===== src/rtl/alu_arbiter.sv =====
// alu_arbiter
//   Round-robin arbiter that shares one ALU between NUM_REQ requesters.
//   One request is accepted at a time. The arbiter latches the winner's
//   operands, pulses alu_enable, waits for alu_valid and returns the result
//   to the winner.
//   State sequence: IDLE -> ISSUE -> WAIT -> RESP -> IDLE.
//
// Optional feature (compile-time macro ALU_ARB_TIMEOUT_EN):
//   When defined, WAIT gives up after TIMEOUT cycles without alu_valid.
//   The response is then returned with resp_err=1 and resp_data=0.
//   When undefined, WAIT waits indefinitely and resp_err is tied to 0.
//
// Ports
//   clk          rising-edge clock
//   rst          synchronous, active-low reset
//   req_valid    per-requester request
//   req_op1/2    packed operands; requester i at [i*WIDTH +: WIDTH]
//   req_fn       packed function codes; requester i at [i*FN_W +: FN_W]
//   req_ready    one-hot accept pulse (combinational, IDLE only)
//   resp_valid   one-hot response pulse
//   resp_data    result, qualified by any resp_valid bit
//   resp_err     timeout flag, qualified by resp_valid
//   alu_op1/2    registered ALU operands
//   alu_fn       registered ALU function code
//   alu_enable   one-cycle ALU start pulse
//   alu_out_put  ALU result
//   alu_valid    ALU result valid
//   busy         high in every state except IDLE
module alu_arbiter #(
  parameter int NUM_REQ = 4,
  parameter int WIDTH   = 8,
  parameter int FN_W    = 4,
  parameter int RES_W   = 16,
  parameter int TIMEOUT = 15
) (
  input  logic                     clk,
  input  logic                     rst,
  input  logic [NUM_REQ-1:0]       req_valid,
  input  logic [NUM_REQ*WIDTH-1:0] req_op1,
  input  logic [NUM_REQ*WIDTH-1:0] req_op2,
  input  logic [NUM_REQ*FN_W-1:0]  req_fn,
  output logic [NUM_REQ-1:0]       req_ready,
  output logic [NUM_REQ-1:0]       resp_valid,
  output logic [RES_W-1:0]         resp_data,
  output logic                     resp_err,
  output logic [WIDTH-1:0]         alu_op1,
  output logic [WIDTH-1:0]         alu_op2,
  output logic [FN_W-1:0]          alu_fn,
  output logic                     alu_enable,
  input  logic [RES_W-1:0]         alu_out_put,
  input  logic                     alu_valid,
  output logic                     busy
);

  localparam int IDX_W = $clog2(NUM_REQ);

  typedef enum logic [1:0] {IDLE, ISSUE, WAIT, RESP} state_t;

  state_t           state;
  logic [IDX_W-1:0] ptr;
  logic [IDX_W-1:0] gnt;
  logic [IDX_W-1:0] win_idx;
  logic             win_found;

`ifdef ALU_ARB_TIMEOUT_EN
  localparam int TMO_W = $clog2(TIMEOUT + 1);
  logic [TMO_W-1:0] tmo_cnt;
`else
  assign resp_err = 1'b0;
`endif

  // Search upward from ptr with wrap; the first requesting index wins.
  // NOTE: every combinational output gets a default first so no path
  // leaves it unassigned, which would infer a latch.
  always_comb begin
    logic [IDX_W-1:0] cand;
    win_idx   = '0;
    win_found = 1'b0;
    cand      = '0;
    for (int i = 0; i < NUM_REQ; i++) begin
      cand = IDX_W'((int'(ptr) + i) % NUM_REQ);
      if (!win_found && req_valid[cand]) begin
        win_found = 1'b1;
        win_idx   = cand;
      end
    end
  end

  // The accept pulse follows the live req_valid; it is masked while reset is
  // asserted so every output reads 0 during reset.
  always_comb begin
    req_ready = '0;
    if (state == IDLE && rst && win_found)
      req_ready[win_idx] = 1'b1;
  end

  // NOTE: sequential state uses non-blocking assignments only, so every
  // register samples pre-edge values regardless of statement order.
  always_ff @(posedge clk) begin
    if (!rst) begin
      state      <= IDLE;
      ptr        <= '0;
      gnt        <= '0;
      resp_valid <= '0;
      resp_data  <= '0;
      alu_op1    <= '0;
      alu_op2    <= '0;
      alu_fn     <= '0;
      alu_enable <= 1'b0;
      busy       <= 1'b0;
`ifdef ALU_ARB_TIMEOUT_EN
      tmo_cnt    <= '0;
      resp_err   <= 1'b0;
`endif
    end else begin
      // Pulses drop by default and are raised only on their one cycle.
      alu_enable <= 1'b0;
      resp_valid <= '0;
      unique case (state)
        IDLE: begin
          // alu_valid is ignored here; only an accept moves the FSM.
          if (win_found) begin
            alu_op1    <= req_op1[win_idx*WIDTH +: WIDTH];
            alu_op2    <= req_op2[win_idx*WIDTH +: WIDTH];
            alu_fn     <= req_fn[win_idx*FN_W +: FN_W];
            gnt        <= win_idx;
            alu_enable <= 1'b1;
            busy       <= 1'b1;
            state      <= ISSUE;
          end
        end
        ISSUE: begin
`ifdef ALU_ARB_TIMEOUT_EN
          tmo_cnt <= '0;
`endif
          state <= WAIT;
        end
        WAIT: begin
          // A result arriving on the timeout cycle takes priority.
          if (alu_valid) begin
            resp_data       <= alu_out_put;
            resp_valid[gnt] <= 1'b1;
`ifdef ALU_ARB_TIMEOUT_EN
            resp_err        <= 1'b0;
`endif
            state           <= RESP;
          end
`ifdef ALU_ARB_TIMEOUT_EN
          else if (tmo_cnt == TMO_W'(TIMEOUT - 1)) begin
            // The counter would reach TIMEOUT at this edge.
            resp_data       <= '0;
            resp_err        <= 1'b1;
            resp_valid[gnt] <= 1'b1;
            state           <= RESP;
          end else begin
            tmo_cnt <= tmo_cnt + 1'b1;
          end
`endif
        end
        RESP: begin
          // Move the priority past the requester just served.
          ptr   <= (gnt == IDX_W'(NUM_REQ - 1)) ? '0 : gnt + 1'b1;
          busy  <= 1'b0;
          state <= IDLE;
        end
        default: state <= IDLE;
      endcase
    end
  end

endmodule

===== config.mk =====
export PLATFORM = sky130hd
export DESIGN_NAME = alu_arbiter
export DESIGN_NICKNAME = d
export VERILOG_FILES = /design/src/rtl/alu_arbiter.sv
export SDC_FILE = /design/constraint.sdc
export NUM_CORES = 1
export LEC_CHECK = 0
export BUFFER_PORTS_ARGS = -buffer_cell sky130_fd_sc_hd__buf_2
export CORE_ASPECT_RATIO = 1.5
export CORE_MARGIN = 8
export CORE_UTILIZATION = 45
export CTS_CLUSTER_DIAMETER = 150
export DETAILED_ROUTE_END_ITERATION = 8
export PLACE_DENSITY = 0.81
export SYNTH_ARGS = -nofsm -noshare
export SYNTH_HDL_FRONTEND = slang
export SYNTH_SLANG_ARGS = --single-unit

===== constraint.sdc =====
create_clock -name clk -period 5.2 [get_ports clk]
set_clock_uncertainty 0.1 [all_clocks]
set_input_delay 1.3 -clock clk [delete_from_list [all_inputs] [get_ports clk]]
set_output_delay 1.3 -clock clk [all_outputs]
set_load 0.02 [all_outputs]

# Yosys cells after proc, flatten, opt, wreduce, memory -nomap -nowiden
# Cells that the tools add are included.
dict set report totals {
  word_cells 77
  inputBits 103
  register_bits 48
  output_inout_bits 47
}
dict set report classes {
  mux 28
  n_addsub 4
  reduce_logical 18
  order_cmp 8
  shift 3
  n_eq_ne 6
}
# op count
set op_table {}
lappend op_table {{32-bit by 6-bit indexed part select with 8-bit output} 2}
lappend op_table {{2-bit by 3-bit less-than comparator with 1-bit output (second input constant)} 6}
lappend op_table {{16-bit by 5-bit indexed part select with 4-bit output} 1}
lappend op_table {{2-bit two-way mux} 7}
lappend op_table {{1-bit two-way mux} 12}
lappend op_table {{2-bit AND reduction} 5}
lappend op_table {{1-bit binary-select mux with 2-bit select} 4}
lappend op_table {{2-bit one-hot mux with 4 select lines} 1}
lappend op_table {{1-bit logical AND} 7}
lappend op_table {{2-bit equality test (second input constant)} 3}
lappend op_table {{2-bit by 1-bit adder with 2-bit output (second input constant)} 2}
lappend op_table {{2-bit adder (second input constant)} 2}
lappend op_table {{1-bit demux with 2-bit select} 2}
lappend op_table {{2-bit by 1-bit >= comparator with 1-bit output (second input constant)} 2}
lappend op_table {{4-bit two-way mux} 1}
lappend op_table {{2-bit != test (second input constant)} 2}
lappend op_table {{1-bit zero test} 3}
lappend op_table {{3-bit AND reduction} 1}
lappend op_table {{2-bit by 1-bit equality test with 1-bit output (second input constant)} 1}
lappend op_table {{2-bit zero test} 1}
lappend op_table {{1-bit one-hot mux with 2 select lines} 1}
lappend op_table {{2-bit nonzero test} 1}

# Longest topological paths before layout
dict set report logic_depth {
  ltp_word 17
  mapped_depth 8
  ltp_nobuf 6
}

# Least setup slack after synthesis
# OpenSTA, ideal clock, no wires.
dict set report synth_timing {
  path_kind {input -> output}
  start {input port req_valid[3]}
  end {output port req_ready[1]}
  arrival_time_ns 2.560
  required_time_ns 3.800
  n_path_buf 2
  path_slack_ns 1.240
  stages 5
  cell_sequence {buf_2 or2_4 a211oi_4 buf_6 and3_1}
}
dict set report synth_between {
  elab_chain_cells 17
}
# item line_no
set synth_lines {}
lappend synth_lines {{from (decl)} 38} ;# input logic [NUM_REQ-1:0] req_valid,
lappend synth_lines {{1-bit binary-select mux with 2-bit select} 82} ;# if (!win_found && req_valid[cand]) begin
lappend synth_lines {{1-bit two-way mux (implied by the code)} 82}
lappend synth_lines {{1-bit two-way mux} 82}
lappend synth_lines {{1-bit zero test} 82}
lappend synth_lines {{1-bit logical AND} 82}
lappend synth_lines {{1-bit two-way mux} 82}
lappend synth_lines {{1-bit zero test} 82}
lappend synth_lines {{1-bit logical AND} 82}
lappend synth_lines {{1-bit two-way mux} 82}
lappend synth_lines {{1-bit zero test} 82}
lappend synth_lines {{1-bit logical AND} 82}
lappend synth_lines {{2-bit two-way mux} 82}
lappend synth_lines {{2-bit by 3-bit less-than comparator with 1-bit output (implied by the code) / 2-bit by 1-bit >= comparator with 1-bit output (equally long branches)} 94} ;# req_ready[win_idx] = 1'b1;
lappend synth_lines {{1-bit logical AND (implied by the code)} 94}
lappend synth_lines {{1-bit two-way mux (implied by the code)} 94}
lappend synth_lines {{1-bit demux with 2-bit select} 94}
lappend synth_lines {{4-bit two-way mux *} 93} ;# if (state == IDLE && rst && win_found)
lappend synth_lines {{to (decl)} 42} ;# output logic [NUM_REQ-1:0] req_ready,
# Every way passes the cells marked *; elsewhere a longest branch is shown, timed or not. The select of a mux whose other input is x is not followed.

# Worst setup path in the final report
dict set report layout_timing {
  start {input port req_valid[2]}
  end {output port req_ready[3]}
}
# The elaborated chain is that of the path after synthesis.

==> results.py <==
metrics = {
    "drt": {
        "routedLengthMet1_um": 3210,
        "vias": 2704,
        "drt-initial-drc-count": 93,
        "dr_wl_met3_um": 850,
        "drt_first_pass_iters": 4,
        "wl_met2_um": 4010,
        "drtAntennaViolNets": 0,
        "top_layer": "met4",
        "drc_errors": 0,
        "routed_wl_um": 8150,
        "post_drt_wl_per_cell_um": 15.9,
        "via_per_inst": 5.27,
    },
    "clock_tree": {
        "clkSlewWorstSetupHoldPaths_ns": 0.08,
        "cts_buffers": 5,
        "tritoncts": "built",
        "clock-sinks": 48,
        "worstSkewPairLatency_ns": 0.29,
        "postCtsHoldBufs": 0,
        "postCtsSetupBuffers": 0,
        "cts_resized": 0,
        "clock_path_buffers": 2,
        "ctsRootBufferMaster": "clkbuf_8",
        "h-tree-depth": 2,
    },
    "synth": {
        "yosys.cell_types.count": 42,
        "synth_nets": 415,
        "synthArstFlopShare": 0,
        "synth_warnings": 0,
        "synth_top_area_frac": 0.347,
        "ys_ff_latch": 48,
        "yosysTopAreaCell": "dfxtp_1",
        "synth_cells": 304,
        "yosys.area_share.xor_xnor": 0,
        "synth-compound-area-share": 0.297,
        "yosysMostFrequentCell": "dfxtp_1",
        "netlist_top_cells_area": "dfxtp_1 35%, mux2i_1 8.3%, nand2_1 5.2%",
        "synthTopCellsByCount": "48 x dfxtp_1, 38 x nand2_1, 23 x mux2i_1, 19 x o21ai_0",
        "synth_area_um2": 2770,
        "synth_edf_count": 0,
        "synth_top_family_by_area": "compound AO/OA/AOI/OAI gates",
        "syn_avg_cell_area_um2": 9.11,
        "synth_seq_area_share": 0.347,
        "yosys-mux-area-fraction": 0.0831,
        "synth_simple_gate_area_frac": 0.167,
        "synthAdderAreaFrac": 0.0362,
        "synth_ff_type": "dfxtp_1",
    },
    "hold_path": {
        "hold_path.class": "reg2reg",
        "hold_end": "resp_data[12]",
        "hold_depth": 2,
        "worstHoldStart": "resp_data[12]",
    },
    "worst_setup_path": {
        "end_kind": "output pin",
        "critPathKind": "in2out",
        "cp.arrival_ns": 2.62,
        "r2r-start": "ptr[1]",
        "required_ns": 3.80,
        "crit_top_cell": "buf_2",
        "ff2ff_setup_slack_ns": 3.02,
        "rr_endpoint": "alu_op1[4]",
        "crit_path_cell_trace": "buf_2 > nor4_2 > nor2b_2 > and2_1 > and4_1 > buf_2",
        "cp_max_fo": 14,
        "cp_slowest_stage_delay_ns": 0.43,
        "reg2regPathDepth": 6,
        "cp_slowest_cell": "nor2b_2",
        "start_kind": "primary input",
    },
    "timing": {
        "max_slew_margin": 0.309,
        "worst_slack_ns": 1.18,
        "tightestPinTransition_ns": 1.04,
        "slew_viol_final": 0,
        "rsz0062_at_grt": "false",
        "finalSetupTns_ns": 0,
        "setup_violations": 0,
        "hold_viol": 0,
        "finalCriticalPeriod_ns": 4.02,
        "max_freq_ghz": 0.249,
        "post-route-period-util": 0.773,
    },
    "die": {
        "ios": 150,
        "die_h_um": 112,
        "rows": 35,
        "initial_core_util": 0.458,
        "design.core.area_um2": 6040,
        "die_w_um": 80.0,
        "die-area_um2": 8970,
    },
    "power": {
        "power_mw": 1.56,
        "leakagePower_nw": 1.68,
        "vdd_drop_max_mv": 0.224,
        "power_density_nw_per_um2": 432,
    },
    "grt": {
        "grt_pass1_wl_um": 12900,
        "grt_max_degree": 34,
        "grt.total_usage": 0.175,
        "grt-ovfl-total": 0,
        "antenna_found_initial": 0,
        "grt_pass1_vias": 2885,
    },
    "layout": {
        "finalNetCount": 550,
        "layout.area.seq_um2": 961,
        "areaGrowthSynthToFinish_pct": 30.7,
        "drive_gt1_frac": 0.428,
        "multi_input_area_um2": 1620,
        "antenna_cells": 0,
        "filler_cell_count": 551,
    },
    "placement": {
        "dp_hpwl_um": 6450,
        "place_ws_ns": 1.17,
        "port_buffers": 148,
        "gp_congestion": 0.818,
    },
    "outcome": {
        "outcome": "finished, final reports clean",
    },
    "flow_run": {
        "maxCapViolCount": 0,
    },
}
## worst max-delay path by stage
stage,cells after the start,endpoint,slack (ns),from
final,6,req_ready[3],1.18,req_valid[2]
after global routing,6,req_ready[3],1.06,req_valid[2]
after CTS,6,req_ready[3],1.17,req_valid[2]
after detailed placement,6,req_ready[3],1.17,req_valid[2]
after global placement,6,req_ready[3],1.20,req_valid[2]
after floorplan,5,req_ready[1],1.24,req_valid[3]
## placed cells by master, fill, tap and decap left out, types with 2 or more instances in the layout
| cell | netlist | routed |
|---|---|---|
| nor2b_1 | 6 | 5 |
| o211ai_1 | 4 | 4 |
| a21boi_0 | 16 | 16 |
| clkbuf_8 | 0 | 5 |
| a21oi_1 | 4 | 4 |
| a21o_1 | 2 | 2 |
| nand2b_1 | 2 | 2 |
| o21ai_1 | 8 | 8 |
| buf_4 | 1 | 6 |
| o22ai_2 | 9 | 9 |
| bufinv_16 | 0 | 2 |
| and3_1 | 6 | 6 |
| buf_2 | 5 | 148 |
| or2_2 | 2 | 2 |
| nand2_1 | 38 | 38 |
| a31o_2 | 2 | 2 |
| nand4_1 | 2 | 2 |
| or2_1 | 16 | 16 |
| a221oi_2 | 9 | 9 |
| nor2_1 | 8 | 8 |
| inv_1 | 8 | 8 |
| o22ai_1 | 10 | 10 |
| mux2i_1 | 23 | 23 |
| a221oi_1 | 9 | 9 |
| dfxtp_1 | 48 | 48 |
| ha_1 | 8 | 8 |
| and2_1 | 5 | 5 |
| o21ai_0 | 19 | 19 |
## report_power, final
group	switching [mW]	internal, mW	leakage [nW]
Clock	0.120	0.189	0.0642
Combinational	0.441	0.279	1.22
Sequential	0.0614	0.473	0.394
Total	0.623	0.942	1.68
## final cells by class
| type | instances | area share |
|---|---|---|
| Multi-Input combinational cell | 222 | 0.448 |
| Sequential cell | 48 | 0.266 |
| Timing Repair Buffer | 154 | 0.217 |
| Tap cell | 74 | 0.0256 |
| Clock buffer | 5 | 0.0190 |
| Clock inverter | 2 | 0.0166 |
| Inverter | 8 | 0.00830 |
## routing by layer
| metal | vias to the layer above | global-route usage |
|---|---|---|
| met5 | - | 0 |
| met4 | 0 | 0.0427 |
| met3 | 10 | 0.0664 |
| met2 | 131 | 0.309 |
| met1 | 1208 | 0.188 |
| li1 | 1355 | - |
## worst max-delay path, delay by kind of cell
family,cells,cell delay (ns)
AND/OR/NAND/NOR,4,0.95
buffers and inverters,2,0.36
## registers in the layout (all words and copies together), names as in the netlist
| name | cells |
|---|---|
| gnt | 2 |
| busy | 1 |
| alu_op1 | 8 |
| alu_fn | 4 |
| resp_data | 16 |
| alu_op2 | 8 |
| alu_enable | 1 |
| ptr | 2 |
| state | 2 |
| resp_valid | 4 |
## stage by stage
step	cells	instance area, µm²	util	hold WS, ns
finish	513	3620	0.599	0.363
global route	513	3620	0.599	0.382
CTS	513	3620	0.599	0.366
detailed placement	506	3490	0.577	0.353
global placement	506	3490	0.577	0.347
floorplan	304	2770	-	0.381
## cell families (layout without fill, tap and decap cells)
logic type / after synthesis / count (layout)
compound gates: 100 / 100
flops: 48 / 48
other cells: 1 / 1
buf+inv: 34 / 169
mux: 23 / 23
fa+ha+maj: 8 / 8
simple gates: 90 / 90
Note: power is estimated with default switching activity, not from simulation.
